===== src/rtl/obs_ovl_pkg.sv =====
// Shared definitions for the overlap collect unit.
//   SLOTS        : number of sub-product slots collected per result
//   SLOT_IN1..4  : slot index encodings carried on s_idx
//   ovl_state_t  : collector FSM state encoding
package obs_ovl_pkg;

  localparam int unsigned SLOTS = 4;

  localparam logic [1:0] SLOT_IN1 = 2'd0;
  localparam logic [1:0] SLOT_IN2 = 2'd1;
  localparam logic [1:0] SLOT_IN3 = 2'd2;
  localparam logic [1:0] SLOT_IN4 = 2'd3;

  typedef enum logic [1:0] {
    COLLECT,
    COMBINE,
    OUTPUT
  } ovl_state_t;

endpackage


===== src/rtl/overlap_combine.sv =====
// Combinational interleave of four W-bit sub-products into a 2W+1-bit result.
//   in1..in4 : sub-products (W bits each)
//   comb     : even bit 2i = in1[i] ^ in4[i-1] (i = 0..W, out-of-range bits read 0)
//              odd  bit 2i+1 = in2[i] ^ in3[i] (i = 0..W-1)
module overlap_combine #(
  parameter int unsigned W = 49
) (
  input  logic [W-1:0] in1,
  input  logic [W-1:0] in2,
  input  logic [W-1:0] in3,
  input  logic [W-1:0] in4,
  output logic [2*W:0] comb
);

  // Zero-extend in1 and shift in4 up one place so both even-lane
  // operands line up on index i with the boundary bits reading 0.
  logic [W:0] in1_ext;
  logic [W:0] in4_sh;

  assign in1_ext = {1'b0, in1};
  assign in4_sh  = {in4, 1'b0};

  always_comb begin
    comb = '0;
    for (int unsigned i = 0; i <= W; i++) begin
      comb[2*i] = in1_ext[i] ^ in4_sh[i];
    end
    for (int unsigned i = 0; i < W; i++) begin
      comb[2*i+1] = in2[i] ^ in3[i];
    end
  end

endmodule


===== src/rtl/overlap_collect_unit.sv =====
// Collects four W-bit sub-products (any slot order) over a valid/ready
// input, combines them into one 2W+1-bit overlap result and presents it
// on a valid/ready output.
//   clk, rst          : clock, synchronous active-high reset
//   s_valid/s_ready   : input beat handshake; s_idx selects slot, s_data is the beat
//   m_valid/m_ready   : result handshake; m_data holds the combined result
//   err_dup           : one-cycle pulse after a beat rewrites an already-loaded slot
//   acc_clr           : (OBS_OVL_ACCUM_EN only) clear the XOR accumulator
// Optional feature: define OBS_OVL_ACCUM_EN to XOR every result into a
// running accumulator that is also what m_data reports.
module overlap_collect_unit
  import obs_ovl_pkg::*;
#(
  parameter int unsigned W = 49
) (
  input  logic         clk,
  input  logic         rst,
  input  logic         s_valid,
  output logic         s_ready,
  input  logic [1:0]   s_idx,
  input  logic [W-1:0] s_data,
  output logic         m_valid,
  input  logic         m_ready,
  output logic [2*W:0] m_data,
`ifdef OBS_OVL_ACCUM_EN
  input  logic         acc_clr,
`endif
  output logic         err_dup
);

  ovl_state_t       state;
  logic [SLOTS-1:0] mask;
  logic [SLOTS-1:0] mask_set;
  logic [W-1:0]     slot [SLOTS];
  logic [2*W:0]     comb;
  logic [2*W:0]     result;
  logic             accept;

  assign s_ready = (state == COLLECT);
  assign accept  = s_valid && s_ready;

  always_comb begin
    mask_set        = mask;
    mask_set[s_idx] = 1'b1;
  end

  overlap_combine #(
    .W(W)
  ) u_combine (
    .in1  (slot[SLOT_IN1]),
    .in2  (slot[SLOT_IN2]),
    .in3  (slot[SLOT_IN3]),
    .in4  (slot[SLOT_IN4]),
    .comb (comb)
  );

`ifdef OBS_OVL_ACCUM_EN
  logic [2*W:0] acc;

  // A clear in the combine cycle makes this result start a fresh chain.
  assign result = comb ^ (acc_clr ? '0 : acc);
`else
  assign result = comb;
`endif

  always_ff @(posedge clk) begin
    if (rst) begin
      state   <= COLLECT;
      mask    <= '0;
      m_valid <= 1'b0;
      m_data  <= '0;
      err_dup <= 1'b0;
      for (int unsigned i = 0; i < SLOTS; i++) begin
        slot[i] <= '0;
      end
`ifdef OBS_OVL_ACCUM_EN
      acc <= '0;
`endif
    end else begin
      err_dup <= 1'b0;
      case (state)
        COLLECT: begin
          if (accept) begin
            slot[s_idx] <= s_data;
            mask        <= mask_set;
            err_dup     <= mask[s_idx];
            if (&mask_set) begin
              state <= COMBINE;
            end
          end
        end
        COMBINE: begin
          m_data  <= result;
          m_valid <= 1'b1;
          state   <= OUTPUT;
        end
        OUTPUT: begin
          if (m_ready) begin
            m_valid <= 1'b0;
            mask    <= '0;
            state   <= COLLECT;
          end
        end
        default: begin
          state <= COLLECT;
        end
      endcase
`ifdef OBS_OVL_ACCUM_EN
      if (state == COMBINE) begin
        acc <= result;
      end else if (acc_clr) begin
        acc <= '0;
      end
`endif
    end
  end

endmodule

===== config.mk =====
export PLATFORM = sky130hd
export DESIGN_NAME = overlap_collect_unit
export DESIGN_NICKNAME = d
export VERILOG_FILES = /design/src/rtl/obs_ovl_pkg.sv /design/src/rtl/overlap_combine.sv /design/src/rtl/overlap_collect_unit.sv
export SDC_FILE = /design/constraint.sdc
export NUM_CORES = 1
export LEC_CHECK = 0
export ABC_AREA = 1
export CAP_MARGIN = 20
export CORE_MARGIN = 4
export CORE_UTILIZATION = 56
export CTS_BUF_LIST = sky130_fd_sc_hd__clkbuf_16
export DETAILED_ROUTE_END_ITERATION = 10
export GPL_TIMING_DRIVEN = 0
export PLACE_DENSITY_LB_ADDON = 0.2
export SYNTH_ARGS = -nofsm -noshare
export SYNTH_HDL_FRONTEND = slang
export SYNTH_HIERARCHICAL = 1
export SYNTH_SLANG_ARGS = --single-unit

===== constraint.sdc =====
create_clock -name clk -period 5.75 [get_ports clk]
set_input_delay 0.8625 -clock clk [delete_from_list [all_inputs] [get_ports clk]]
set_output_delay 0.8625 -clock clk [all_outputs]
set_load 0.005 [all_outputs]

# Yosys cells after proc, flatten, opt, wreduce, memory -nomap -nowiden
# Memories as Yosys holds them, arrays and structs flattened.
# Index checks and enable logic that the tools add are counted.
# word_totals
out_inout_bits	102
input_bits	55
memories	1
ram_bits	196
word_cells	146
register_bits	107
# op_classes
eq_ne	5
magnitude_cmp	2
n_bitwise	100
n_reduce_logical	11
muxes	22
# memory_table
name	words	word_bits	rd	rd_clocked_by_memory_dff	wr	line	rtl
slot	4	49	4	0	4	overlap_collect_unit.sv:34	logic [W-1:0] slot [SLOTS];
# op_table
op	count
bitwise XOR 1 bit	97
2-to-1 mux 49 bit	1
OR reduction 49 bit	1
2-to-1 mux 1 bit	10
2-to-1 mux 2 bit	4
2-to-1 mux 4 bit	2
case mux 4 bit (2 select lines)	1
case mux 2 bit (3 select lines)	1
AND reduction 3 bit	2
!= test 2 x 1 -> 1 bit, second input constant	2
bitwise OR 4 bit	1
AND reduction 4 bit	1
nonzero test 2 bit	2
less-than comparator 2 x 3 -> 1 bit, second input constant	1
OR reduction 3 bit	1
binary-select mux 1 bit (select 2 bit)	1
demux 1 bit (select 2 bit)	1
== test 2 x 1 -> 1 bit, second input constant	1
== test 2 bit, second input constant	1
>= comparator 2 x 1 -> 1 bit, second input constant	1
logical AND 1 bit	2
logical NOT 2 bit	1
!= test 2 bit, second input constant	1
NOT 1 bit	2
2 further kinds	2

# Logic depth before layout (Yosys ltp)
# logic_depth
ltp_word	9
ltp_mapped	7
ltp_nobuf	6

# Cells and area by module
# Netlist, hierarchy kept.
# modules_own_cells
mod	seq_area_each_um2	cells_per_inst	instances	area_per_inst_um2
overlap_collect_unit	8027.7	953	1	11064.4
overlap_combine	0.0	487	1	1835.5

# Worst setup path after synthesis
# OpenSTA, ideal clock, no wires.
# synth_path
path_kind	input to register
start	in s_idx[1]
end	mem slot[2][0], enable pin
path_stages	4
setup_slack_ns	0.446
path_buffers	2
setup_ns	0.523
required_ns	5.227
arrival_time_ns	4.781
cell_sequence	buf_2 nand2_1 buf_2 o21ai_0
# synth_lines
item	line	rtl
start, declared	overlap_collect_unit.sv:20	input logic [1:0] s_idx,
end, declared	overlap_collect_unit.sv:34	

==> impl_metrics.csv <==
group,metric,value,unit
clock_network,cts_sinks,303,
critical_path,arrival,3.00,ns
detailed_routing,drt_iter0_markers,605,
logic_synthesis,ys_seq_elements,303,
floorplanning,io_pins,157,
clock_network,postCtsSetupBuffers,0,
placement,portBuffers,155,
detailed_routing,route.detailed.drc,0,
finish,mostFrequentLayoutCell,"nor2_1",
sta,hold_viol,0,
power,ir_drop,0.240,mV
clock_network,post_cts_resized,0,
power,intPower,3.65,mW
global_route,grt_first_pass_wirelength,45600,microns
logic_synthesis,synth_seq_area_share,0.622,
detailed_routing,postRouteAntennaNets,0,
logic_synthesis,yosys_warnings,6,
detailed_routing,wl,28500,microns
power,powerDensity,294,nW/um^2
global_route,grt_max_degree,23,
sta,period_share,0.479,
sta,rsz0062_at_grt,"no",
power,power_leakage,7.23,nW
critical_path,required,5.99,ns
run_status,status,"finished clean",
logic_synthesis,synth.distinct_cells,22,
critical_path,startpoint_type,"input port",
critical_path,reg2reg_from,"state[0]$_SDFFE_PP0P_",
critical_path,timing.rr.end,"slot[3][3]$_DFFE_PP_",
clock_network,clk_latency,0.55,ns
floorplanning,dieArea,25500,sq um
global_route,grt_antenna_before_repair,2,
logic_synthesis,syn_nets,1495,
placement,dp_hpwl,19600,microns
detailed_routing,routed_via_density,4.86,
critical_path,cp-end-kind,"flop",
min_path,hold_depth,2,
finish,areaGrowthSynthToFinish,24.3,%
finish,fin_util,0.708,
floorplanning,rows,55,
min_path,hold_path.class,"reg2reg",
global_route,grt_use_total,0.221,
placement,gp_congestion,0.765,
critical_path,r2r_slack,3.79,ns
power,pwr-share-seq,0.521,
global_route,grt-ovfl-total,0,
logic_synthesis,syn_inst,1440,
floorplanning,die_h,160,microns
logic_synthesis,synth_area,12900,sq um
clock_network,cts_max_level,1,
sta,fmax,0.363,GHz
finish,multi_input_comb_area,3630,sq um
clock_network,cts_buffer_depth,3,
min_path,holdCritStartpoint,"m_data[32]$_SDFFE_PP0P_",
sta,tightest_slew,0.739,ns
finish,seq_area,8030,sq um
sta,setup_violations,0,
sta,fin_crit,2.76,ns
clock_network,clk_pin_slew,0.06,ns
sta,maxSlewViolCount,0,
min_path,min_to,"m_data[32]$_SDFFE_PP0P_",
sta,worst_hold_slack,0.479,ns
sta,relSlewSlack,0.508,
clock_network,cts_root_buffer,"clkbuf_16",
power,pwr-share-clk,0.403,
floorplanning,initial_core_util,0.570,
finish,drive_above_1_share,0.0855,
logic_synthesis,avgSynthCellArea,8.96,sq um
floorplanning,coreArea,22600,sq um
finish,fin_nets,1691,
power,switching_share,0.225,
clock_network,cts_tree,"built",
power,pwr-share-comb,0.076,
critical_path,reg2reg_depth,4,
run,maxCapViolations,0,
finish,fillers,1713,
power,power,4.71,mW
detailed_routing,dr.pass1.iters,6,
detailed_routing,detail_route.wl_per_cell,14.6,microns
power,switchingPower,1.06,mW
global_route,grt_pass1_vias,9331,
critical_path,critPathMaxFanout,18,
placement,dpl-instance-area,15100,sq um
clock_network,cts_buffers,31,
finish,finalInstanceArea,16000,sq um
critical_path,path_class,"in2reg",
finish,final_cell_mix,"353 x nor2_1, 311 x nand2_1, 254 x inv_1",
sta,worst_clock_skew,0.00654,ns
sta,setup_tns,0,ns
clock_network,cts_hold_repair.buffers,0,
detailed_routing,vias,9473,
floorplanning,die-width,160,microns
[cells in the mapped netlist]
cell / count / area [sq um]
clkbuf_1: 20 / 75.1
edfxtp_1: 196 / 5890
inv_2: 6 / 22.5
clkbuf_2: 2 / 10.0
o21ai_1: 2 / 10.0
nor2_4: 1 / 11.3
clkinv_4: 1 / 8.76
o21ai_0: 103 / 515
buf_4: 5 / 37.5
nand3_1: 7 / 35.0
nand3_2: 1 / 10.0
buf_1: 4 / 15.0
nand2_1: 311 / 1170
nand2_4: 40 / 450
buf_6: 2 / 22.5
nor2_1: 353 / 1330
buf_12: 4 / 80.1
nand2_2: 7 / 43.8
a21oi_1: 3 / 15.0
dfxtp_1: 107 / 2140
inv_1: 247 / 927
buf_2: 18 / 90.1
[worst max-delay path, stage by stage]
cell,delay (ns)
clkdlybuf4s50_1,0.57
inv_2,0.06
nor2_1,0.15
inv_2,0.10
clkbuf_1,0.32
o21ai_4,0.67
buf_16,0.25
[kinds of logic after synthesis]
kind of cell	count (synthesis)	synth area share
AOI/OAI and AO/OA	108	0.0419
and+or+nand+nor	720	0.236
DFF	303	0.622
buffers and inverters	309	0.0999
[power groups by stage]
stage / clock network, mW / logic [mW] / registers [mW]
finish: 1.90 / 0.360 / 2.45
floorplan: 0 / 0.200 / 2.50
detailed placement: 0 / 0.360 / 2.50
CTS: 1.93 / 0.362 / 2.45
global placement: 0 / 0.322 / 2.51
global route: 2.03 / 0.401 / 2.46
[state kept, by name, summed over array words and instances, names as in the netlist]
register and cells:
mask 4, slot 196, err_dup 1, m_valid 1, m_data 99, state 2
[cell type report]
| cell class | count | share of cell area |
|---|---|---|
| clock buffer | 31 | 0.0484 |
| antenna | 3 | 0.000468 |
| clock inverter | 26 | 0.0119 |
| timing repair buffer | 163 | 0.110 |
| multi-input combinational | 828 | 0.226 |
| buffer | 55 | 0.0206 |
| tap | 285 | 0.0222 |
| inverter | 254 | 0.0598 |
| sequential | 303 | 0.501 |
[routing by layer]
metal | wire length, microns | track usage | up-vias | part of all wire
met5 | 0 | 0 | - | 0
met4 | 705 | 0.0712 | 0 | 0.025
met3 | 1980 | 0.0292 | 54 | 0.069
met2 | 14300 | 0.396 | 296 | 0.50
met1 | 11500 | 0.281 | 4351 | 0.40
li1 | - | - | 4772 | -
[per-stage QoR]
stage / setup WS, ns / cells
after floorplan: 0.446 / 1440
after global placement: -2.98 / 1880
after detailed placement: 2.42 / 1888
after CTS: 2.98 / 1945
after global routing: 2.90 / 1947
final: 2.99 / 1948
[how the worst max path moves through the flow]
stage,from,endpoint,slack [ns],depth (start not counted)
after floorplan,s_idx[1],slot[2][0]$_SDFFCE_PN0P_,0.45,4
after global placement,s_idx[0],slot[2][20]$_SDFFCE_PN0P_,-2.98,5
after detailed placement,s_idx[0],slot[1][36]$_SDFFCE_PN0P_,2.42,7
after CTS,s_idx[0],slot[1][10]$_SDFFCE_PN0P_,2.98,7
after global routing,s_idx[0],slot[1][10]$_SDFFCE_PN0P_,2.90,7
final,s_idx[0],slot[1][3]$_SDFFCE_PN0P_,2.99,7
(Power assumes the default switching activity.)
